==> src/rtl/sum_block_accum.sv <==
// Block accumulator for the adder sum stream: per block of BLK_LEN samples it
// reports total/min/max/overflow on a held result handshake. Define ACC_SAT_EN to saturate the total.
module sum_block_accum #(
    parameter int DATA_W  = 8,
    parameter int ACC_W   = 12,
    parameter int BLK_LEN = 4
) (
    input  logic              clk,
    input  logic              rst,
    input  logic [DATA_W-1:0] in_data,
    input  logic              in_valid,
    output logic              in_ready,
    output logic [ACC_W-1:0]  out_total,
    output logic [DATA_W-1:0] out_min,
    output logic [DATA_W-1:0] out_max,
    output logic              out_ovf,
    output logic              out_valid,
    input  logic              out_ready,
    output logic              busy,
    output logic              dbg_state
);

    // Handshakes: a beat transfers on a rising edge where valid && ready; a
    // producer holds valid and data until that edge, ready never waits on valid.

    localparam int CNT_W = 8;
    localparam int SUM_W = ACC_W + 1;
    localparam logic [CNT_W-1:0] LAST_IDX = CNT_W'(BLK_LEN - 1);

    typedef enum logic {
        ACC  = 1'b0,
        HOLD = 1'b1
    } state_t;

    state_t state;
    state_t next_state;

    logic [CNT_W-1:0]  count;
    logic [ACC_W-1:0]  acc_total;
    logic              acc_ovf;
    logic [DATA_W-1:0] acc_min;
    logic [DATA_W-1:0] acc_max;

    logic              accept;
    logic              last;
    logic              take_result;
    logic              first;
    logic [SUM_W-1:0]  sum_ext;
    logic [ACC_W-1:0]  new_total;
    logic              new_ovf;
    logic [DATA_W-1:0] new_min;
    logic [DATA_W-1:0] new_max;

    always_ff @(posedge clk or negedge rst) begin
        if (!rst) begin
            state <= ACC;
        end else begin
            state <= next_state;
        end
    end

    always_comb begin
        next_state  = state;
        in_ready    = 1'b0;
        accept      = 1'b0;
        last        = 1'b0;
        take_result = 1'b0;
        case (state)
            ACC: begin
                in_ready = 1'b1;
                accept   = in_valid;
                last     = in_valid && (count == LAST_IDX);
                if (last) begin
                    next_state = HOLD;
                end
            end
            HOLD: begin
                take_result = out_ready;
                if (out_ready) begin
                    next_state = ACC;
                end
            end
            default: next_state = ACC;
        endcase
    end

    // Carry out of ACC_W bits is the overflow event in both builds.
    always_comb begin
        first   = (count == '0);
        sum_ext = {1'b0, acc_total} + SUM_W'(in_data);
        new_ovf = acc_ovf | sum_ext[ACC_W];
`ifdef ACC_SAT_EN
        new_total = sum_ext[ACC_W] ? {ACC_W{1'b1}} : sum_ext[ACC_W-1:0];
`else
        new_total = sum_ext[ACC_W-1:0];
`endif
        new_min = (first || (in_data < acc_min)) ? in_data : acc_min;
        new_max = (first || (in_data > acc_max)) ? in_data : acc_max;
    end

    always_ff @(posedge clk or negedge rst) begin
        if (!rst) begin
            count     <= '0;
            acc_total <= '0;
            acc_ovf   <= 1'b0;
            acc_min   <= '0;
            acc_max   <= '0;
            out_total <= '0;
            out_min   <= '0;
            out_max   <= '0;
            out_ovf   <= 1'b0;
            out_valid <= 1'b0;
        end else if (take_result) begin
            out_valid <= 1'b0;
            count     <= '0;
            acc_total <= '0;
            acc_ovf   <= 1'b0;
        end else if (accept) begin
            count     <= count + CNT_W'(1);
            acc_total <= new_total;
            acc_ovf   <= new_ovf;
            acc_min   <= new_min;
            acc_max   <= new_max;
            if (last) begin
                out_total <= new_total;
                out_min   <= new_min;
                out_max   <= new_max;
                out_ovf   <= new_ovf;
                out_valid <= 1'b1;
            end
        end
    end

    assign busy      = (count != '0) || (state == HOLD);
    assign dbg_state = state;

endmodule

==> config.mk <==
export PLATFORM = sky130hd
export DESIGN_NAME = sum_block_accum
export DESIGN_NICKNAME = d
export VERILOG_FILES = /design/src/rtl/sum_block_accum.sv
export SDC_FILE = /design/constraint.sdc
export NUM_CORES = 1
export LEC_CHECK = 0
export ABC_AREA = 1
export BUFFER_PORTS_ARGS = -buffer_cell sky130_fd_sc_hd__buf_4
export CORE_AREA = 8 8 101 103
export DETAILED_ROUTE_END_ITERATION = 10
export DIE_AREA = 0 0 109 111
export PLACE_DENSITY = 0.7
export SYNTH_ARGS = -nofsm -noshare
export SYNTH_HDL_FRONTEND = slang
export SYNTH_SLANG_ARGS = --single-unit
==> constraint.sdc <==
create_clock -name clk -period 2.7 [get_ports clk]
set_input_delay 0.405 -clock clk [delete_from_list [all_inputs] [get_ports clk]]
set_output_delay 0.405 -clock clk [all_outputs]
set_load 0.02 [all_outputs]
; ---- Yosys cells after proc, flatten, opt, wreduce, memory -nomap -nowiden
; Index checks and enable logic that the tools add are counted.
[totals]
reg_bits = 68
latch_bits = 0
ram_bits = 0
rom_bits = 0
in_bits = 12
output_inout_bits = 33
elab_cells = 48
mem_count = 0
[op_classes]
addsub = 2
n_mul = 0
div_mod_pow = 0
n_lt_le_gt_ge = 2
eq_ne = 1
n_shift = 0
mux = 18
bitwise_logic = 3
reduce_logical = 11
[op_table]
columns = op, count
row1 = 8-bit 2-to-1 mux, 4
row2 = 12-bit 2-to-1 mux, 2
row3 = 12-bit by 8-bit adder with 13-bit output, 1
row4 = 1-bit 2-to-1 mux, 11
row5 = 8-bit by 1-bit adder with 8-bit output (second input constant), 1
row6 = 8-bit by 2-bit equality test with 1-bit output (second input constant), 1
row7 = 8-bit > comparator, 1
row8 = 8-bit logical NOT, 1
row9 = 8-bit < comparator, 1
row10 = 8-bit nonzero test, 1
row11 = 2-bit AND reduction, 2
row12 = 2-bit nonzero test, 2
row13 = 1-bit logical OR, 3
row14 = 3-bit AND reduction, 1
row15 = 1-bit inverter, 2
row16 = 1-bit case mux with 2 select lines, 1
row17 = 1-bit logical AND, 1
row18 = 1-bit OR, 1

; ---- Logic depth before layout (Yosys ltp)
; Gate-level depths: netlist of run 1.
[depth]
depth_word = 6
ltp_mapped = 14
mapped_depth_nobuf = 14

; ---- Worst setup path after synthesis of run 1
; OpenSTA, ideal clock, no wires.
[synth_path]
path_type = input -> register
startpoint = in in_data[0]
endpoint = reg acc_total[10]
setup_ps = 118
arrival_ps = 1694
required_time_ps = 2582
setup_slack_ps = 888
path_stages = 12
n_path_buf = 0
path_cell_list = ha_1 > fa_1 > nand2_1 > nand2_1 > o21ai_0 > inv_1 > nand2_1 > nand2_1 > nand2_1 > nand2_1 > nand3_1 > nand2_1
[synth_via]
elab_chain_len = 3
[synth_lines]
columns = item, line_no
row1 = from (decl), 10  ; input logic [DATA_W-1:0] in_data,
row2 = 12-bit by 8-bit adder with 13-bit output, 90  ; sum_ext = {1'b0, acc_total} + SUM_W'(in_data);
row3 = 12-bit 2-to-1 mux, 118  ; end else if (accept) begin
row4 = 12-bit 2-to-1 mux, 113  ; end else if (take_result) begin
row5 = to (signal assigned), 120  ; acc_total <= new_total;
row6 = to (decl), 39  ; logic [ACC_W-1:0] acc_total;
; No other way between the ends. The select of a mux whose other input is x is not followed.
; A chain may end at the register's enable or synchronous reset.

; ---- Worst setup path after layout of run 1
[layout_path]
startpoint = reg state, in the netlist dbg_state
endpoint = reg out_total[2]
[layout_via]
elab_chain_len = 3
word_cells_on_any_way = 5
classes_between = mux (3) / bitwise (1) / reduce/logical (1)
[layout_lines]
columns = item, line_no
row1 = from (decl), 35  ; state_t state;
row2 = from (signal assigned), 58  ; state <= next_state;
row3 = 1-bit 2-to-1 mux, 68  ; case (state)
row4 = 1-bit inverter (no source line), -
row5 = 3-bit AND reduction (no source line) (*), -
row6 = to (signal assigned), 125  ; out_total <= new_total;
row7 = to (decl), 13  ; output logic [ACC_W-1:0] out_total,
; Every way passes the cells marked *; elsewhere a longest branch is shown, timed or not.

==> results of run 1 <==
## cell type report
cell class                      count  share of cell area
Inverter                           59              0.0507
Sequential cell                    68               0.390
Timing Repair Buffer               48              0.0825
Clock inverter                      2             0.00287
Tap cell                          108              0.0310
Multi-Input combinational cell    350               0.408
Clock buffer                       11              0.0347
## routing by layer
| layer | GRT usage | share of wire | vias up |
|---|---|---|---|
| met5 | 0 | 0 | - |
| met4 | 0.0731 | 0.017 | 0 |
| met3 | 0.0302 | 0.057 | 11 |
| met2 | 0.228 | 0.44 | 71 |
| met1 | 0.208 | 0.48 | 1510 |
| li1 | - | - | 1659 |
## power by group through the flow
stage,sequential (uW),combinational [uW],clock [uW]
finish,1720,2240,729
global route,1780,2550,785
CTS,1720,2250,752
detailed placement,1730,2240,0
global placement,1720,2180,0
floorplan,1900,1380,0
## cells in the mapped netlist (all sizes together) (2+ instances only)
cell type  instances
clkbuf             3
nand3             70
buf                9
xnor2              2
a21oi              9
nor3               4
inv               59
nand3b             2
nand2            180
dfrtp             68
nand4              3
o21ai             24
a21o               2
xor2               4
ha                25
nor2              18
## sequential cells by signal, indices dropped and copies added, names as in the netlist
signal / flops
acc_min: 8
acc_max: 8
dbg_state: 1
acc_ovf: 1
acc_total: 12
out_total: 12
out_min: 8
count: 8
out_ovf: 1
out_valid: 1
out_max: 8
## worst reg2reg max path: stages (launching register included)
cell and delay (ns):
dfrtp_1 0.41, inv_2 0.11, nand2_4 0.20, inv_2 0.29, nand2_2 0.13, nor3_4 0.25, inv_2 0.29, nand2_1 0.16
o21ai_1 0.07
## worst max-delay path by stage
stage               start  slack, ns            end  cells past startpoint
3_5_place_dp   in_data[0]       0.60  acc_total[10]                     13
2_1_floorplan  in_data[0]       0.89  acc_total[10]                     12
5_1_grt         dbg_state       0.43   out_total[6]                      8
4_1_cts         dbg_state       0.62   out_total[6]                      8
6_report        dbg_state       0.66   out_total[2]                      8
3_3_place_gp   in_data[0]       0.64  acc_total[10]                     13
## per-stage QoR
stage	cells	power, uW	hold slack, ns	utilization
3_5_place_dp	633	3970	0.465	0.491
6_report	646	4690	0.165	0.511
4_1_cts	646	4730	0.205	0.511
3_3_place_gp	633	3900	0.462	0.491
5_1_grt	646	5120	0.239	0.511
2_1_floorplan	489	3280	0.109	-
## logic make-up (layout without fill, tap and decap cells)
logic type / count (synthesis) / count (layout)
AND/OR/NAND/NOR: 277 / 277
AO/OA/AOI/OAI: 41 / 41
XOR/XNOR: 6 / 6
buffers and inverters: 71 / 120
adder cells (fa/ha/maj): 26 / 26
flip-flops: 68 / 68
## cell usage in the layout (no fill, tap or decap), types with 9 or more instances in the layout
cell / synthesis / routed
ha_1: 25 / 25
inv_1: 56 / 56
nand3_1: 70 / 70
dfrtp_1: 68 / 68
a21oi_1: 9 / 9
nor2_1: 18 / 18
clkbuf_8: 0 / 11
buf_4: 0 / 48
nand2_1: 176 / 176
o21ai_0: 20 / 20
==> flow_metrics.tcl, run 1 <==
set metrics [dict create \
    hp-class "input port to async pin" \
    min_period_ns 2.04 \
    clk_pin_slew_ns 0.07 \
    cpMostUsedCell "inv_2" \
    worst-path-buf-inv 3 \
    clock_latency_ns 0.34 \
    drtIter0Drc 268 \
    p_seq_frac 0.367 \
    internal_power_uw 2660 \
    timing.final.crit_share 0.755 \
    fillers 812 \
    wl_per_cell_um 13.6 \
    post_cts_buffers 0 \
    r2r_cells 8 \
    die_h_um 111 \
    core_mm2 0.00855 \
    portBuffers 44 \
    cts_buffer_depth 2 \
    nets 574 \
    area_growth_pct 15.9 \
    seq_area_mm2 0.00170 \
    synth-xor-area-share 0.0140 \
    design_area_mm2 0.00437 \
    synth_area_leader_cell "dfrtp_1" \
    synth_compound_area_frac 0.0595 \
    cts.sinks 68 \
    p_switching_uw 2030 \
    vias_per_cell 5.03 \
    drt-pass1-iter-count 5 \
    grt_pass1_wl_mm 15.0 \
    slew_viol_final 0 \
    powerDensity_mw_per_mm2 1070 \
    skew_ns 0.00744 \
    synth_flop_cell "dfrtp_1" \
    crit_family "simple AND/OR/NAND/NOR gates" \
    antenna_found_initial 0 \
    drive_above_1_share 0.128 \
    rsz0062_at_grt "false" \
    worstPathRequired_ns 2.90 \
    cp-end-kind "flop" \
    yosys.area_share.simple 0.312 \
    grt_max_degree 69 \
    slowest_stage "dfrtp_1" \
    yosys_register_bits 68 \
    setup_slack_ns 0.660 \
    crit_path_max_fanout 36 \
    rows 34 \
    synth_area_per_cell_um2 7.70 \
    vias 3251 \
    drc 0 \
    grt_use_total 0.154 \
    grt_pass1_vias 3206 \
    dpl_cell_area_mm2 0.00420 \
    synthAdderAreaFrac 0.0884 \
    rr_startpoint "dbg_state" \
    cts_resized 0 \
    initial_utilization 0.440 \
    pwr-share-clk 0.155 \
    ys_types 30 \
    multi_input_area_mm2 0.00178 \
    synthesis.instances 489 \
    maxCapViolations 0 \
    hpwlAfterDp_mm 6.22 \
    critPathLaunchType "flop" \
    syn-num-nets 527 \
    ys_warn_count 0 \
    cts-root-buf "clkbuf_8" \
    async_flop_share 1.00 \
    slowest_delay_ns 0.41 \
    synth_top_family_by_area "simple AND/OR/NAND/NOR gates" \
    reg2reg_slack_ns 0.66 \
    pre_cts_slack_ns 0.596 \
    worst_pin_slew_ns 0.843 \
    setup_tns_ns 0 \
    status "finished, final reports clean" \
    crit_chain "inv_2 -> nand2_4 -> inv_2 -> nand2_2 -> nor3_4 -> inv_2 -> nand2_1 -> o21ai_1" \
    cellLeakagePower_uw 0.00248 \
    overflow 0 \
    io_pins 45 \
    syn_area_mm2 0.00377 \
    cts_hold_buf 0 \
    swShare 0.432 \
    max_slew_margin 0.438 \
    gp_congestion 0.860 \
    max_freq_ghz 0.490 \
    synth_edf_count 0 \
    final-hold-violation-count 0 \
    crit_type "flop to flop" \
    p_comb_frac 0.477 \
    n_antenna_cell 0 \
    ant_nets 0 \
    irDropWorstVdd_mv 0.308 \
    yosys-top-cells-area "dfrtp_1 (45%), nand2_1 (18%), nand3_1 (9.3%)" \
    wirelength_mm 8.80 \
    synth.area.mux_share 0 \
    cts_buffers 9 \
    synth_top_area_share 0.452 \
    critPathArrivalTime_ns 2.24 \
    die_x_um 109 \
    htree_num_levels 3 \
    tritoncts "built" \
    r2r-end "out_total[2]" \
    die_area_mm2 0.0121 \
    seq_area_frac_synth 0.452 \
    setup_viol_count_final 0 \
]
(Power assumes the default switching activity.)
==> run 2, diff against run 1 <==
==> constraint.sdc (replaced) <==
create_clock -name clk -period 2.04 [get_ports clk]
set_input_delay 0.306 -clock clk [delete_from_list [all_inputs] [get_ports clk]]
set_output_delay 0.306 -clock clk [all_outputs]
set_load 0.02 [all_outputs]
==> run 2 against run 1 <==
Power up 34%. Worst setup slack worse by 0.48 ns. Clock-buffer cell count unchanged. Critical path type unchanged. Clock power up 31%. Sequential power up 33%. Core utilization rose by 0.70 points.
==> flow_metrics.tcl, run 2 (same netlist as run 1, synthesis figures left out) <==
set metrics [dict create \
    dp_cells 638 \
    top_regs "acc_total (12), out_total (12)" \
    final-hold-violation-count 0 \
    pre_cts_slack_ns -0.00474 \
    drtIter0Drc 223 \
    setup_viol_count_final 0 \
    layout_common_cells "nand2_1 (176), nand3_1 (70), dfrtp_1 (68)" \
    initial_utilization 0.440 \
    n_antenna_cell 0 \
    ant_nets 0 \
    slowest_stage "fa_1" \
    slew_viol_final 0 \
    crit_family "adder cells" \
    crit_chain "ha_1 -> fa_1 -> nand2_1 -> nand2_1 -> o21ai_2 -> inv_1 -> nand2_1 -> nand2_1 -> nand2_1 -> nand2_1 -> nand3_1 -> nand2_1" \
    area_growth_pct 17.5 \
    critPathLaunchType "flop" \
    cts.sinks 68 \
    min_period_ns 1.86 \
    core_mm2 0.00855 \
    die_h_um 111 \
    powerDensity_mw_per_mm2 1420 \
    skew_ns 0.00711 \
    nets 580 \
    rsz0062_at_grt "false" \
    max_freq_ghz 0.538 \
    crit_type "flop to flop" \
    hp-class "input port to flop" \
    cts-root-buf "clkbuf_8" \
    vias_per_cell 5.05 \
    die_x_um 109 \
    hpwlAfterDp_mm 6.53 \
    slowest_delay_ns 0.40 \
    grt_use_total 0.156 \
    irDropWorstVdd_mv 0.473 \
    post_cts_buffers 0 \
    rows 34 \
    status "finished, final reports clean" \
    grt_pass1_wl_mm 15.1 \
    maxCapViolations 0 \
    dpl_cell_area_mm2 0.00425 \
    timing.final.crit_share 0.911 \
    gp_congestion 0.849 \
    power_uw 6270 \
    worstPathRequired_ns 2.28 \
    finalNonFillerCells 655 \
    cellLeakagePower_uw 0.00252 \
    clock_latency_ns 0.34 \
    antenna_found_initial 0 \
    cp-end-kind "flop" \
    cpMostUsedCell "nand2_1" \
    drt-pass1-iter-count 4 \
    reg2reg_slack_ns 0.18 \
    cts_buffer_depth 2 \
    grt_pass1_vias 3187 \
    clk_pin_slew_ns 0.07 \
    htree_num_levels 3 \
    crit_path_max_fanout 3 \
    grt_max_degree 36 \
    tritoncts "built" \
    worst_pin_slew_ns 0.821 \
    vias 3307 \
    timing.hold.ws_ns 0.169 \
    design_area_mm2 0.00443 \
    setup_slack_ns 0.181 \
    io_pins 45 \
    die_area_mm2 0.0121 \
    max_slew_margin 0.451 \
    drive_above_1_share 0.139 \
    worst-path-buf-inv 1 \
    wirelength_mm 9.06 \
    critPathArrivalTime_ns 2.09 \
    cts_buffers 9 \
    overflow 0 \
    drc 0 \
    wl_per_cell_um 13.8 \
    portBuffers 44 \
    final_common_cell "nand2_1" \
]
run 2: final timing paths:
path | depth (start not counted) | endpoint | startpoint
setup / recovery | 12 | out_total[10] | acc_total[0]
hold / removal | 2 | dbg_state | out_ready
setup reg to reg | 12 | out_total[10] | acc_total[0]
hold reg to reg | 2 | acc_max[7] | acc_max[7]
max in group asynchronous | 3 | acc_total[6] | rst
min in group asynchronous | 2 | count[6] | rst
run 2: where the power goes:
| part | total, uW | internal, uW | leakage, uW | switching [uW] |
|---|---|---|---|---|
| combinational | 3030 | 1170 | 0.00155 | 1860 |
| clock | 952 | 436 | 0.0000868 | 516 |
| sequential | 2280 | 1920 | 0.000878 | 363 |
| total | 6270 | 3530 | 0.00252 | 2740 |
run 2: layer usage:
| metal | track usage | share of wire | vias up |
|---|---|---|---|
| li1 | - | - | 1671 |
| met1 | 0.209 | 0.48 | 1540 |
| met2 | 0.234 | 0.45 | 85 |
| met3 | 0.0320 | 0.059 | 11 |
| met5 | 0 | 0 | - |
| met4 | 0.0667 | 0.015 | 0 |
run 2: metrics by stage:
step | utilization | TNS, ns
global placement | 0.497 | 0
global route | 0.518 | 0
floorplan | - | 0
CTS | 0.517 | 0
finish | 0.518 | 0
detailed placement | 0.497 | -0.00525
run 2: area by class of cell:
type	instances	area, um^2
Clock buffer	11	131
Tap cell	108	135
Timing Repair Buffer	54	420
Fill cell	812	4130
Multi-Input combinational cell	350	1790
Sequential cell	68	1700
Inverter	59	221
Clock inverter	5	28.8
run 2: repair_timing:
action | 4_1_cts | 5_1_grt
setup endpoints to repair | 0 | 4
hold endpoints to repair | 34 | 0
hold buffers | 1 | 0
gates resized for setup | 0 | 2
run 2: worst reg2reg max path: stages (launching register included):
cell and delay (ns):
dfrtp_1 0.39, ha_1 0.21, fa_1 0.40, nand2_1 0.08
nand2_1 0.06, o21ai_2 0.11, inv_1 0.09, nand2_1 0.08
nand2_1 0.08, nand2_1 0.08, nand2_1 0.06, nand3_1 0.06
nand2_1 0.05
==> run 3, diff against run 2 <==
--- a/config.mk
+++ b/config.mk
@@ -10,7 +10,7 @@
 export CORE_AREA = 8 8 101 103
 export DETAILED_ROUTE_END_ITERATION = 10
 export DIE_AREA = 0 0 109 111
-export PLACE_DENSITY = 0.7
+export PLACE_DENSITY = 0.71
 export SYNTH_ARGS = -nofsm -noshare
 export SYNTH_HDL_FRONTEND = slang
 export SYNTH_SLANG_ARGS = --single-unit
==> run 3 against run 2 <==
Worst setup slack got worse by 0.013 ns. Combinational power barely moved. Critical path type unchanged. Via count rose by 2.3%.
==> flow_metrics.tcl, run 3 (same netlist as run 1, synthesis figures left out) <==
set metrics [dict create \
    status "finished, final reports clean" \
    max_slew_margin 0.460 \
    vias_per_cell 5.16 \
    cts_buffer_depth 2 \
    grt_use_total 0.158 \
    clk_pin_slew_ns 0.08 \
    layout_common_cells "nand2_1 (176), nand3_1 (70), dfrtp_1 (68)" \
    cellLeakagePower_uw 0.00254 \
    nets 581 \
    rows 34 \
    n_antenna_cell 0 \
    drc 0 \
    overflow 0 \
    worstPathRequired_ns 2.28 \
    vias 3382 \
    critPathArrivalTime_ns 2.11 \
    slew_viol_final 0 \
    portBuffers 44 \
    irDropWorstVdd_mv 0.437 \
    min_period_ns 1.87 \
    setup_tns_ns 0 \
    crit_type "flop to flop" \
    timing.hold.ws_ns 0.168 \
    drive_above_1_share 0.144 \
    cp-end-kind "flop" \
    cts-root-buf "clkbuf_8" \
    htree_num_levels 3 \
    final_common_cell "nand2_1" \
    clock_latency_ns 0.34 \
    maxCapViolations 0 \
    ant_nets 0 \
    gp_congestion 0.894 \
    top_regs "acc_total (12), out_total (12)" \
    drt-pass1-iter-count 4 \
    core_mm2 0.00855 \
    final_util 0.526 \
    cp-endpoint "out_total[10]" \
    wl_per_cell_um 14.0 \
    powerDensity_mw_per_mm2 1470 \
    tritoncts "built" \
    cts.sinks 68 \
    die_area_mm2 0.0121 \
    crit_path_max_fanout 3 \
    rsz0062_at_grt "false" \
    wirelength_mm 9.22 \
    startpoint "acc_total[0]" \
    skew_ns 0.00889 \
    die_x_um 109 \
    die_h_um 111 \
    worst_pin_slew_ns 0.807 \
    max_freq_ghz 0.534 \
    drt-met1-wl_mm 4.24 \
    antenna_found_initial 0 \
    timing.final.crit_share 0.918 \
    drtIter0Drc 186 \
    grt_max_degree 45 \
    wl_met2_mm 4.24 \
    wl_met3_um 570 \
    r2r-end "out_total[10]" \
    rr_startpoint "acc_total[0]" \
    initial_utilization 0.440 \
    grt_pass1_vias 3225 \
    min_from "out_ready" \
    hp-class "input port to flop" \
    setup_viol_count_final 0 \
    grt_pass1_wl_mm 15.5 \
    finalNonFillerCells 656 \
    hpwlAfterDp_mm 6.61 \
    dp_cells 639 \
    io_pins 45 \
    r2r_cells 12 \
    area_growth_pct 19.4 \
    critPathLaunchType "flop" \
    top_layer_used "met4" \
    cts_buffers 9 \
    reg2reg_slack_ns 0.17 \
    final-hold-violation-count 0 \
    post_cts_buffers 0 \
]
run 3: worst min-delay path by stage:
stage / slack [ns] / cells after the start / end
floorplan: 0.01 / 0 / acc_max[0]
global placement: 0.24 / 1 / count[5]
detailed placement: 0.24 / 1 / count[6]
CTS: 0.16 / 2 / dbg_state
global route: 0.17 / 2 / dbg_state
finish: 0.17 / 2 / dbg_state
run 3: layout make-up:
| cell class | count | area [um^2] |
|---|---|---|
| clock buffer | 10 | 138 |
| tap | 108 | 135 |
| clock inverter | 6 | 87.6 |
| multi-input combinational | 350 | 1790 |
| inverter | 59 | 221 |
| timing repair buffer | 55 | 428 |
| sequential | 68 | 1700 |
| fill | 791 | 4050 |
run 3: layer usage:
layer	vias up	track usage
li1	1681	-
met5	-	0
met3	13	0.0273
met2	119	0.240
met4	0	0.0685
met1	1569	0.215
run 3: through the flow:
stage,instance area (um^2),worst slack [ns],total power (uW)
final,4500,0.168,6600
after detailed placement,4260,-0.00724,5340
after global placement,4260,0.0562,5230
after global routing,4500,0.00384,7160
after CTS,4490,0.0431,6630
after floorplan,3770,0.280,4340
run 3: critical path, stage by stage (launching register included):
cell and delay (ns):
dfrtp_1 0.39, ha_1 0.22, fa_1 0.42, nand2_1 0.08, nand2_1 0.06, o21ai_2 0.10
inv_1 0.09, nand2_1 0.09, nand2_1 0.08, nand2_1 0.08, nand2_1 0.06, nand3_1 0.06
nand2_1 0.05
run 3: timing repair:
action | 4_1_cts | 5_1_grt
hold buffers | 1 | 0
endpoints found under the setup margin | 0 | 3
resized for setup | 0 | 2
hold endpoints to repair | 24 | 0
run 3: power breakdown:
group | total (uW) | switching, uW | internal (uW)
sequential | 2290 | 368 | 1920
combinational | 3050 | 1870 | 1190
clock | 1260 | 538 | 719
